## src/rtl/fetch_buffer.sv

```systemverilog
// Instruction-fetch front end: owns the PC, issues synchronous imem reads and
// buffers returned words in a QDEPTH-entry FIFO that feeds decode by valid/ready.
module fetch_buffer #(
    parameter int unsigned ADDR_W   = 7,
    parameter int unsigned QDEPTH   = 4,
    parameter logic [31:0] RESET_PC = 32'h0
) (
    input  logic              clk,
    input  logic              rst,
    output logic              imem_en,
    output logic [ADDR_W-1:0] imem_addr,
    input  logic [31:0]       imem_rdata,
    input  logic              redirect,
    input  logic [31:0]       redirect_addr,
    output logic              d_valid,
    input  logic              d_ready,
    output logic [31:0]       d_inst,
    output logic [31:0]       d_pc,
    output logic [31:0]       bubble_cnt
);

    localparam int unsigned PW = $clog2(QDEPTH);
    localparam int unsigned CW = PW + 1;

    typedef logic [PW-1:0] ptr_t;
    typedef logic [CW-1:0] cnt_t;
    typedef logic [CW:0]   occ_t;

    logic [31:0] pc_q, pc_d;
    logic [31:0] reqPc_q, reqPc_d;
    logic        inflight_q, inflight_d;
    cnt_t        count_q, count_d;
    ptr_t        rdPtr_q, rdPtr_d;
    ptr_t        wrPtr_q, wrPtr_d;
    logic [31:0] bubble_q, bubble_d;
    logic [31:0] instMem_q [QDEPTH];
    logic [31:0] pcMem_q   [QDEPTH];

    logic pop;
    logic push;
    logic issue;
    occ_t occupancy;

    // Occupancy counts the in-flight word too, so an issue never outruns free space.
    assign d_valid   = (count_q != '0);
    assign pop       = d_valid & d_ready;
    assign push      = inflight_q & ~redirect;
    assign occupancy = occ_t'(count_q) + occ_t'(inflight_q) - occ_t'(pop);
    assign issue     = ~rst & ~redirect & (occupancy < occ_t'(QDEPTH));

    assign imem_en    = issue;
    assign imem_addr  = rst ? RESET_PC[ADDR_W+1:2] : pc_q[ADDR_W+1:2];
    assign d_inst     = d_valid ? instMem_q[rdPtr_q] : 32'd0;
    assign d_pc       = d_valid ? pcMem_q[rdPtr_q]   : 32'd0;
    assign bubble_cnt = bubble_q;

    always_comb begin
        pc_d       = pc_q;
        reqPc_d    = reqPc_q;
        inflight_d = inflight_q;
        count_d    = count_q;
        rdPtr_d    = rdPtr_q;
        wrPtr_d    = wrPtr_q;
        bubble_d   = bubble_q;

        if (redirect) begin
            pc_d       = redirect_addr & 32'hFFFF_FFFC;
            count_d    = '0;
            rdPtr_d    = '0;
            wrPtr_d    = '0;
            inflight_d = 1'b0;
        end else begin
            if (pop) begin
                rdPtr_d = rdPtr_q + 1'b1;
            end
            if (push) begin
                wrPtr_d = wrPtr_q + 1'b1;
            end
            if (push && !pop) begin
                count_d = count_q + 1'b1;
            end else if (pop && !push) begin
                count_d = count_q - 1'b1;
            end
            if (issue) begin
                reqPc_d    = pc_q;
                inflight_d = 1'b1;
                pc_d       = pc_q + 32'd4;
            end else begin
                inflight_d = 1'b0;
            end
        end

        // Bubbles are counted across redirects; only reset clears the counter.
        if (d_ready && !d_valid && !(&bubble_q)) begin
            bubble_d = bubble_q + 32'd1;
        end
    end

    always_ff @(posedge clk) begin
        if (rst) begin
            pc_q       <= RESET_PC;
            reqPc_q    <= RESET_PC;
            inflight_q <= 1'b0;
            count_q    <= '0;
            rdPtr_q    <= '0;
            wrPtr_q    <= '0;
            bubble_q   <= 32'd0;
        end else begin
            pc_q       <= pc_d;
            reqPc_q    <= reqPc_d;
            inflight_q <= inflight_d;
            count_q    <= count_d;
            rdPtr_q    <= rdPtr_d;
            wrPtr_q    <= wrPtr_d;
            bubble_q   <= bubble_d;
        end
    end

    always_ff @(posedge clk) begin
        if (!rst && push) begin
            instMem_q[wrPtr_q] <= imem_rdata;
            pcMem_q[wrPtr_q]   <= reqPc_q + 32'd4;
        end
    end

endmodule

```

## config.mk

```make
export PLATFORM = sky130hd
export DESIGN_NAME = fetch_buffer
export DESIGN_NICKNAME = d
export VERILOG_FILES = /design/src/rtl/fetch_buffer.sv
export SDC_FILE = /design/constraint.sdc
export NUM_CORES = 1
export LEC_CHECK = 0
export BUFFER_PORTS_ARGS = -buffer_cell sky130_fd_sc_hd__buf_4
export CAP_MARGIN = 20
export CORE_AREA = 5 5 167 169
export DETAILED_ROUTE_END_ITERATION = 7
export DIE_AREA = 0 0 172 174
export GPL_TIMING_DRIVEN = 0
export PLACE_DENSITY_LB_ADDON = 0.08
export SYNTH_ARGS = -nofsm -noshare
export SYNTH_HDL_FRONTEND = slang
export SYNTH_SLANG_ARGS = --single-unit
```

## constraint.sdc

```tcl
create_clock -name clk -period 4.2 [get_ports clk]
set_input_delay 0.84 -clock clk [delete_from_list [all_inputs] [get_ports clk]]
set_output_delay 0.84 -clock clk [all_outputs]
set_load 0.1 [all_outputs]
```

# ---- Yosys cells after proc, flatten, opt, wreduce, memory -nomap -nowiden
# Memory sizes are Yosys's and may differ from the RTL's. A register that Yosys moved wholly into a read port is not among the register bits.
# Cells that the tools add are included.
# Widths: inputs -> output; s select.
dict set report word_totals {
  reg_bits 104
  mem_bits_rw 256
  input_bits 68
  word_cells 56
  mem_count 2
}
# name depth width rd rd_clocked_by_memory_dff write_ports line_no
set memory_table {}
lappend memory_table {instMem_q 4 32 1 1 1 36} ;# logic [31:0] instMem_q [QDEPTH];
lappend memory_table {pcMem_q 4 32 1 1 1 37} ;# logic [31:0] pcMem_q [QDEPTH];
dict set report op_classes {
  add_sub_neg 9
  order_cmp 1
  n_mux 14
  bitwise 6
  reduce_logical 16
}
# operator n
set op_table {}
lappend op_table {{$mux 32} 4}
lappend op_table {{$add 32x3->32 const B} 2}
lappend op_table {{$add 32x1->32 const B} 1}
lappend op_table {{$reduce_and 32->1} 1}
lappend op_table {{$mux 2} 4}
lappend op_table {{$mux 7} 1}
lappend op_table {{$mux 3} 2}
lappend op_table {{$logic_and 1x1->1} 5}
lappend op_table {{$logic_not 1->1} 5}
lappend op_table {{$add 2x1->2 const B} 2}
lappend op_table {{$add 3x1->4} 1}
lappend op_table {{$and 1x1->1} 4}
lappend op_table {{$lt 4x3->1 const B} 1}
lappend op_table {{$reduce_bool 2->1} 2}
lappend op_table {{$sub 4x1->4} 1}
lappend op_table {{$add 3x1->3 const B} 1}
lappend op_table {{$mux 1} 3}
lappend op_table {{$reduce_bool 3->1} 1}
lappend op_table {{$sub 3x1->3 const B} 1}
lappend op_table {{$not 1->1} 2}
lappend op_table {{$reduce_and 2->1} 1}
lappend op_table {{$reduce_or 2->1} 1}

# ---- Longest topological paths before layout
# Gate-level depths: netlist (run 1).
dict set report depth {
  depth_word 7
  mapped_depth 15
  mapped_depth_nobuf 11
}

# ---- Least setup slack after synthesis (run 1)
# OpenSTA, ideal clock, no wires.
dict set report synth_path {
  kind {register -> output}
  start {register count_q[0]}
  end {output port imem_en}
  arrival_ns 2.826
  required_time_ns 3.360
  path_slack_ns 0.534
  stages_incl_launch_ff 13
  path_cell_list {dfxtp_1 > or3_1 > clkbuf_1 > nand2_1 > inv_1 > ha_1 > inv_1 > ha_1 > o21ai_0 > a211oi_1 > a22o_1 > buf_2 > buf_2}
}
dict set report synth_via {
  elab_chain_len 5
  elab_cells_between_ends 6
  cone_classes {2 x add/sub; 1 x order compare; 2 x bitwise; 1 x reduce/logical}
}
# element line_no
set synth_lines {}
lappend synth_lines {{start: declaration} 32} ;# cnt_t count_q, count_d;
lappend synth_lines {{start signal: assignment} 112} ;# count_q <= count_d;
lappend synth_lines {{$reduce_bool 3->1} 45} ;# assign d_valid = (count_q != '0);
lappend synth_lines {{$and 1x1->1} 46} ;# assign pop = d_valid & d_ready;
lappend synth_lines {{via pop} 39} ;# logic pop;
lappend synth_lines {{$sub 4x1->4} 48} ;# assign occupancy = occ_t'(count_q) + occ_t'(inflight_q) - occ_t'(pop);
lappend synth_lines {{$lt 4x3->1} 49} ;# assign issue = ~rst & ~redirect & (occupancy < occ_t'(QDEPTH));
lappend synth_lines {{$and 1x1->1} 49}
lappend synth_lines {{end: declaration} 10} ;# output logic imem_en,
# The timed path passes the listed nets, and every way through them passes these cells.

# ---- Worst setup path after layout (run 1)
dict set report layout_path {
  start {register count_q[1]}
  end {output port imem_en}
}
# The elaborated chain is that of the path after synthesis.

==> impl_metrics.yaml, run 1 <==
synth:
  yosysTopAreaCell: "edfxtp_1"
  synth_area_mm2: 0.0149
  synth_ff_type: "edfxtp_1"
  syn_avg_cell_area_um2: 13.8
  synth_top_cell_area_share: 0.499
  post_synth_num_cell_types: 63
  synth-seq-cells: 350
  synth_edf_count: 248
  syn_inst: 1079
  seq_area_frac_synth: 0.635
  yosys-top-cells-area: "edfxtp_1 (50%), dfxtp_1 (14%), mux4_2 (9.3%), and2_1 (2.8%), mux2i_1 (2.1%)"
  synth_warnings: 0
  async_flop_share: 0
worst_setup_path:
  worst_ep_arrival_time_ps: 3170
  start_kind: "register"
  critPathKind: "reg2out"
  end_kind: "output port"
  cp.required_ps: 3360
  crit_path_max_fanout: 10
  r2r_cells: 15
grt:
  grt_antenna_before_repair: 0
  grt_util_all_layers: 0.216
  grtUsageMet3: 0.0366
  gr-total-overflow: 0
  met2_usage: 0.356
  grt_pass1_vias: 9658
  grt_max_degree: 60
  use_met1: 0.308
  grt_pass1_wl_um: 51800
  busiest_layer: "met2"
placed_design:
  dpl.cell_count: 1592
  dp_hpwl_um: 21700
  gp_congestion: 0.899
  io_buffers: 167
finish:
  final_cell_mix: "edfxtp_1 (248), buf_4 (170), dfxtp_1 (102)"
  fin_cells: 1660
  final_common_cell: "edfxtp_1"
  drive_above_1_share: 0.249
  area_growth_syn_to_layout_pct: 20.8
  nets: 1372
  diodes: 0
sta:
  hold_violations: 0
  slew_headroom: 0.353
  finalClockSkew_ps: 13.7
  worst_slew_pin_slew_ps: 961
  final.min_clock_period_ps: 4010
  fin_setup_tns_ps: 0
  rsz0062_at_grt: "false"
  finalSetupViolations: 0
  timing.final.crit_share: 0.955
  drv_slew: 0
  max_freq_ghz: 0.249
clocking:
  clock_latency_ps: 510
  cts_buffers: 37
  cts_hold_buffers: 0
  clk_path_buf_depth: 3
  cts.sinks: 350
  cts_tree: "yes"
  h-tree-depth: 2
  clk_pin_slew_ps: 60
  root_buffer: "clkbuf_16"
run:
  drv_cap: 0
drt:
  drc_errors: 0
  routedWlPerCell_um: 19.5
  num_vias: 9556
  vias_per_cell: 5.76
  drt_iter0_markers: 762
  drtAntennaViolNets: 0
  drt-total-wl_um: 32300
  dr.pass1.iters: 5
floorplan:
  core_mm2: 0.0264
  die_area_mm2: 0.0299
  start_util: 0.565
  io_pins: 173
  die_w_um: 172
  die_y_um: 174
  rows: 60
min_path:
  hold_depth: 2
  hp-class: "reg2reg"
power_and_ir_drop:
  p_per_area_mw_per_mm2: 463
  ir_worst_vdd_uv: 394
  leakagePower_nw: 6.20
outcome:
  status: "complete, no violations"
## cells in the mapped netlist (17+ instances only)
library cell,instances
nor2_1,77
nand4_1,19
dfxtp_1,102
mux4_2,62
inv_1,20
o21ai_0,22
xnor2_1,25
edfxtp_1,248
mux2i_1,31
and2_1,68
a21oi_1,35
or3_1,36
o21ai_1,17
clkbuf_1,42
nand3_1,42
nand2_1,48
## flip-flops by register name, indices dropped and copies added, names as in the netlist, named ones only
signal / count
pc_q: 30
reqPc_q: 30
pcMem_q: 120
rdPtr_q: 2
wrPtr_q: 2
bubble_cnt: 32
count_q: 3
inflight_q: 1
instMem_q: 128
## power breakdown
part           switching (W)  total, W  internal (W)
Sequential         0.0000674   0.00382       0.00376
Combinational       0.000887   0.00121      0.000326
Clock                0.00128   0.00333       0.00205
Total                0.00223   0.00836       0.00613
## critical path, stage by stage, from the launching register on
cell,delay [ps]
dfxtp_1,390
or3_4,420
nand2_1,100
inv_1,80
ha_1,180
inv_1,50
ha_1,110
nand3b_1,160
a211oi_2,320
a22o_1,180
clkbuf_4,220
buf_6,190
buf_6,240
## routing by layer
metal	part of all wire	up-vias
met5	0	-
met4	0.011	0
met3	0.063	27
met2	0.49	305
met1	0.44	4650
li1	-	4574
## stage by stage
stage / utilization / hold slack, ps / area (um2) / total power, W / setup slack (ps)
3_5_place_dp: 0.634 / 479 / 16800 / 0.00509 / -339
3_3_place_gp: 0.629 / 477 / 16600 / 0.00508 / -373
6_report: 0.683 / 486 / 18000 / 0.00836 / 187
5_1_grt: 0.683 / 494 / 18000 / 0.00867 / 7.98
2_1_floorplan: - / 440 / 14900 / 0.00476 / 534
4_1_cts: 0.683 / 482 / 18000 / 0.00842 / 112
## path summary, 6_finish.rpt
kind,endpoint,slack [ps],start
setup / recovery,imem_en,190,count_q[1]
hold / removal,reqPc_q[31],490,pc_q[31]
setup reg to reg,pc_q[28],420,count_q[1]
hold reg to reg,reqPc_q[31],490,pc_q[31]
## cell type report
| cell class | instances | area, um2 |
|---|---|---|
| Multi-Input combinational cell | 648 | 5150 |
| Clock buffer | 48 | 1030 |
| Timing Repair Buffer | 173 | 1380 |
| Clock inverter | 19 | 231 |
| Sequential cell | 350 | 9490 |
| Buffer | 61 | 265 |
| Tap cell | 341 | 427 |
| Fill cell | 1950 | 8380 |
| Inverter | 20 | 75.1 |
## timing repair
| action | CTS | global route |
|---|---|---|
| pin swaps | 2 | 0 |
| setup endpoints to repair | 3 | 1 |
| buffers inserted | 2 | 0 |
| gates resized for setup | 4 | 2 |
| hold endpoints to repair | 0 | 0 |
| gates cloned | 0 | 0 |
## kinds of logic after synthesis
logic type                 after synthesis  synth area share
and+or+nand+nor                        371             0.137
xor gates and xnor gates                39            0.0229
adders and majority gates               13            0.0114
AOI/OAI and AO/OA                      129            0.0560
other                                    1          0.000251
muxes                                   94             0.115
DFF                                    350             0.635
buffers and inverters                   82            0.0224
(Power assumes the default switching activity.)
==> run 2, diff against run 1 <==
--- a/config.mk
+++ b/config.mk
@@ -7,9 +7,9 @@
 export LEC_CHECK = 0
 export BUFFER_PORTS_ARGS = -buffer_cell sky130_fd_sc_hd__buf_4
 export CAP_MARGIN = 20
-export CORE_AREA = 5 5 167 169
+export CORE_AREA = 5 5 160 162
 export DETAILED_ROUTE_END_ITERATION = 7
-export DIE_AREA = 0 0 172 174
+export DIE_AREA = 0 0 165 167
 export GPL_TIMING_DRIVEN = 0
 export PLACE_DENSITY_LB_ADDON = 0.08
 export SYNTH_ARGS = -nofsm -noshare
==> constraint.sdc (replaced) <==
create_clock -name clk -period 4.8 [get_ports clk]
set_input_delay 0.96 -clock clk [delete_from_list [all_inputs] [get_ports clk]]
set_output_delay 0.96 -clock clk [all_outputs]
set_load 0.1 [all_outputs]
==> run 2 against run 1 <==
Power is 16% lower; worst hold slack improved by 18 ps; utilization up 6.1 points; clock skew increased by 4.9 ps; clock power down 20%; die area is 7.9% lower; critical path depth did not move; largest cell class unchanged.
==> impl_metrics.yaml, run 2 (synthesized netlist as in run 1, its figures left out) <==
finish:
  diodes: 0
  nets: 1368
  fillers: 1594
  fin_area_mm2: 0.0178
  area_growth_syn_to_layout_pct: 19.3
  final_common_cell: "edfxtp_1"
  fin_cells: 1637
  drive_above_1_share: 0.240
  largest_reg_flops: 128
  final_core_util: 0.744
  multiInputGateArea_mm2: 0.00515
  largest-register: "instMem_q"
  final_cell_mix: "edfxtp_1 (248), buf_4 (168), dfxtp_1 (102)"
  seqCellArea_mm2: 0.00949
sta:
  fin_setup_tns_ps: 0
  finalClockSkew_ps: 18.6
  max_freq_ghz: 0.220
  worst_slack_ps: 263
  timing.final.crit_share: 0.945
  slew_headroom: 0.352
  rsz0062_at_grt: "false"
  worst_slew_pin_slew_ps: 973
  drv_slew: 0
  hold_violations: 0
  final.min_clock_period_ps: 4540
  finalSetupViolations: 0
drt:
  drt-total-wl_um: 33100
  dr.pass1.iters: 7
  drtAntennaViolNets: 0
  num_vias: 9729
  drc_errors: 0
  vias_per_cell: 5.94
  drt_iter0_markers: 844
  routedWlPerCell_um: 20.2
worst_setup_path:
  critPathLaunch: "count_q[0]"
  path_cells: "or3_4 > nand2_1 > inv_1 > ha_1 > inv_1 > ha_1 > o21ai_0 > a211oi_2 > a22o_1 > buf_2 > buf_2 > buf_6"
  cp_top_family: "buffers and inverters"
  cp.required_ps: 3840
  start_kind: "register"
  path_buf_inv: 5
  reg2reg_to: "pc_q[21]"
  reg2reg_slack_ps: 920
  max_stage_delay_ps: 520
  r2r_cells: 14
  worst_ep_arrival_time_ps: 3580
  r2r-start: "count_q[0]"
  setup.worst_path.end: "imem_en"
  critPathKind: "reg2out"
  end_kind: "output port"
  crit_path_top_delay_cell: "or3_4"
  crit_path_max_fanout: 11
  worstSetupPathDepth: 12
clocking:
  clock_latency_ps: 520
  clk_path_buf_depth: 3
  cts_tree: "yes"
  cts.sinks: 350
  clk_pin_slew_ps: 60
  cts_buffers: 36
  cts_setup_buffers: 0
  h-tree-depth: 2
  cts_resized: 1
  root_buffer: "clkbuf_16"
  cts_hold_buffers: 0
min_path:
  hp-class: "reg2reg"
placed_design:
  dp_hpwl_um: 21600
  dpl.cell_count: 1574
  place_ws_ps: 140
  gp_congestion: 0.911
  io_buffers: 167
  placed_cell_area_mm2: 0.0167
power_and_ir_drop:
  p_per_area_mw_per_mm2: 395
  leakagePower_nw: 6.09
  ir_worst_vdd_uv: 242
floorplan:
  die_w_um: 165
  io_pins: 173
  rows: 57
  die_area_mm2: 0.0276
  die_y_um: 167
  start_util: 0.623
  core_mm2: 0.0240
run:
  drv_cap: 0
grt:
  grt_pass1_wl_um: 53100
  grt_pass1_vias: 9856
  grt_util_all_layers: 0.243
  gr-total-overflow: 0
  grt_antenna_before_repair: 0
  grt_max_degree: 63
outcome:
  status: "complete, no violations"
[run 2: tightest hold or removal path, stage by stage, from the launching register on]
cell	delay (ps)
dfxtp_1	330
o31ai_1	70
a21oi_1	50
[run 2: final cells by class]
class | count | share of cell area
clock buffer | 44 | 0.0534
sequential | 350 | 0.533
inverter | 20 | 0.00421
buffer | 61 | 0.0144
multi-input combinational | 648 | 0.289
clock inverter | 20 | 0.00871
timing repair buffer | 170 | 0.0752
tap | 324 | 0.0227
[run 2: routing by layer]
metal | vias to the layer above | track usage | wire length [um]
li1 | 4557 | - | -
met1 | 4755 | 0.337 | 14000
met2 | 361 | 0.402 | 16300
met3 | 56 | 0.0418 | 2180
met4 | 0 | 0.0618 | 659
met5 | - | 0 | 0
[run 2: worst min-delay path by stage]
stage | cells past startpoint | endpoint | startpoint | slack (ps)
floorplan | 2 | reqPc_q[31] | pc_q[31] | 440
global placement | 2 | reqPc_q[31] | pc_q[31] | 470
detailed placement | 2 | reqPc_q[31] | pc_q[31] | 480
CTS | 2 | reqPc_q[31] | pc_q[31] | 500
global route | 2 | reqPc_q[31] | pc_q[31] | 530
finish | 2 | bubble_cnt[14] | bubble_cnt[14] | 500
[run 2: where the power goes]
group | leakage, nW | internal, W | switching, W
Clock | 0.536 | 0.00152 | 0.00112
Sequential | 3.03 | 0.00329 | 0.0000584
Combinational | 2.52 | 0.000278 | 0.000777
[run 2: through the flow]
step | power, W | hold slack [ps]
2_1_floorplan | 0.00416 | 440
3_3_place_gp | 0.00444 | 472
3_5_place_dp | 0.00445 | 482
4_1_cts | 0.00708 | 497
5_1_grt | 0.00729 | 526
6_report | 0.00705 | 503
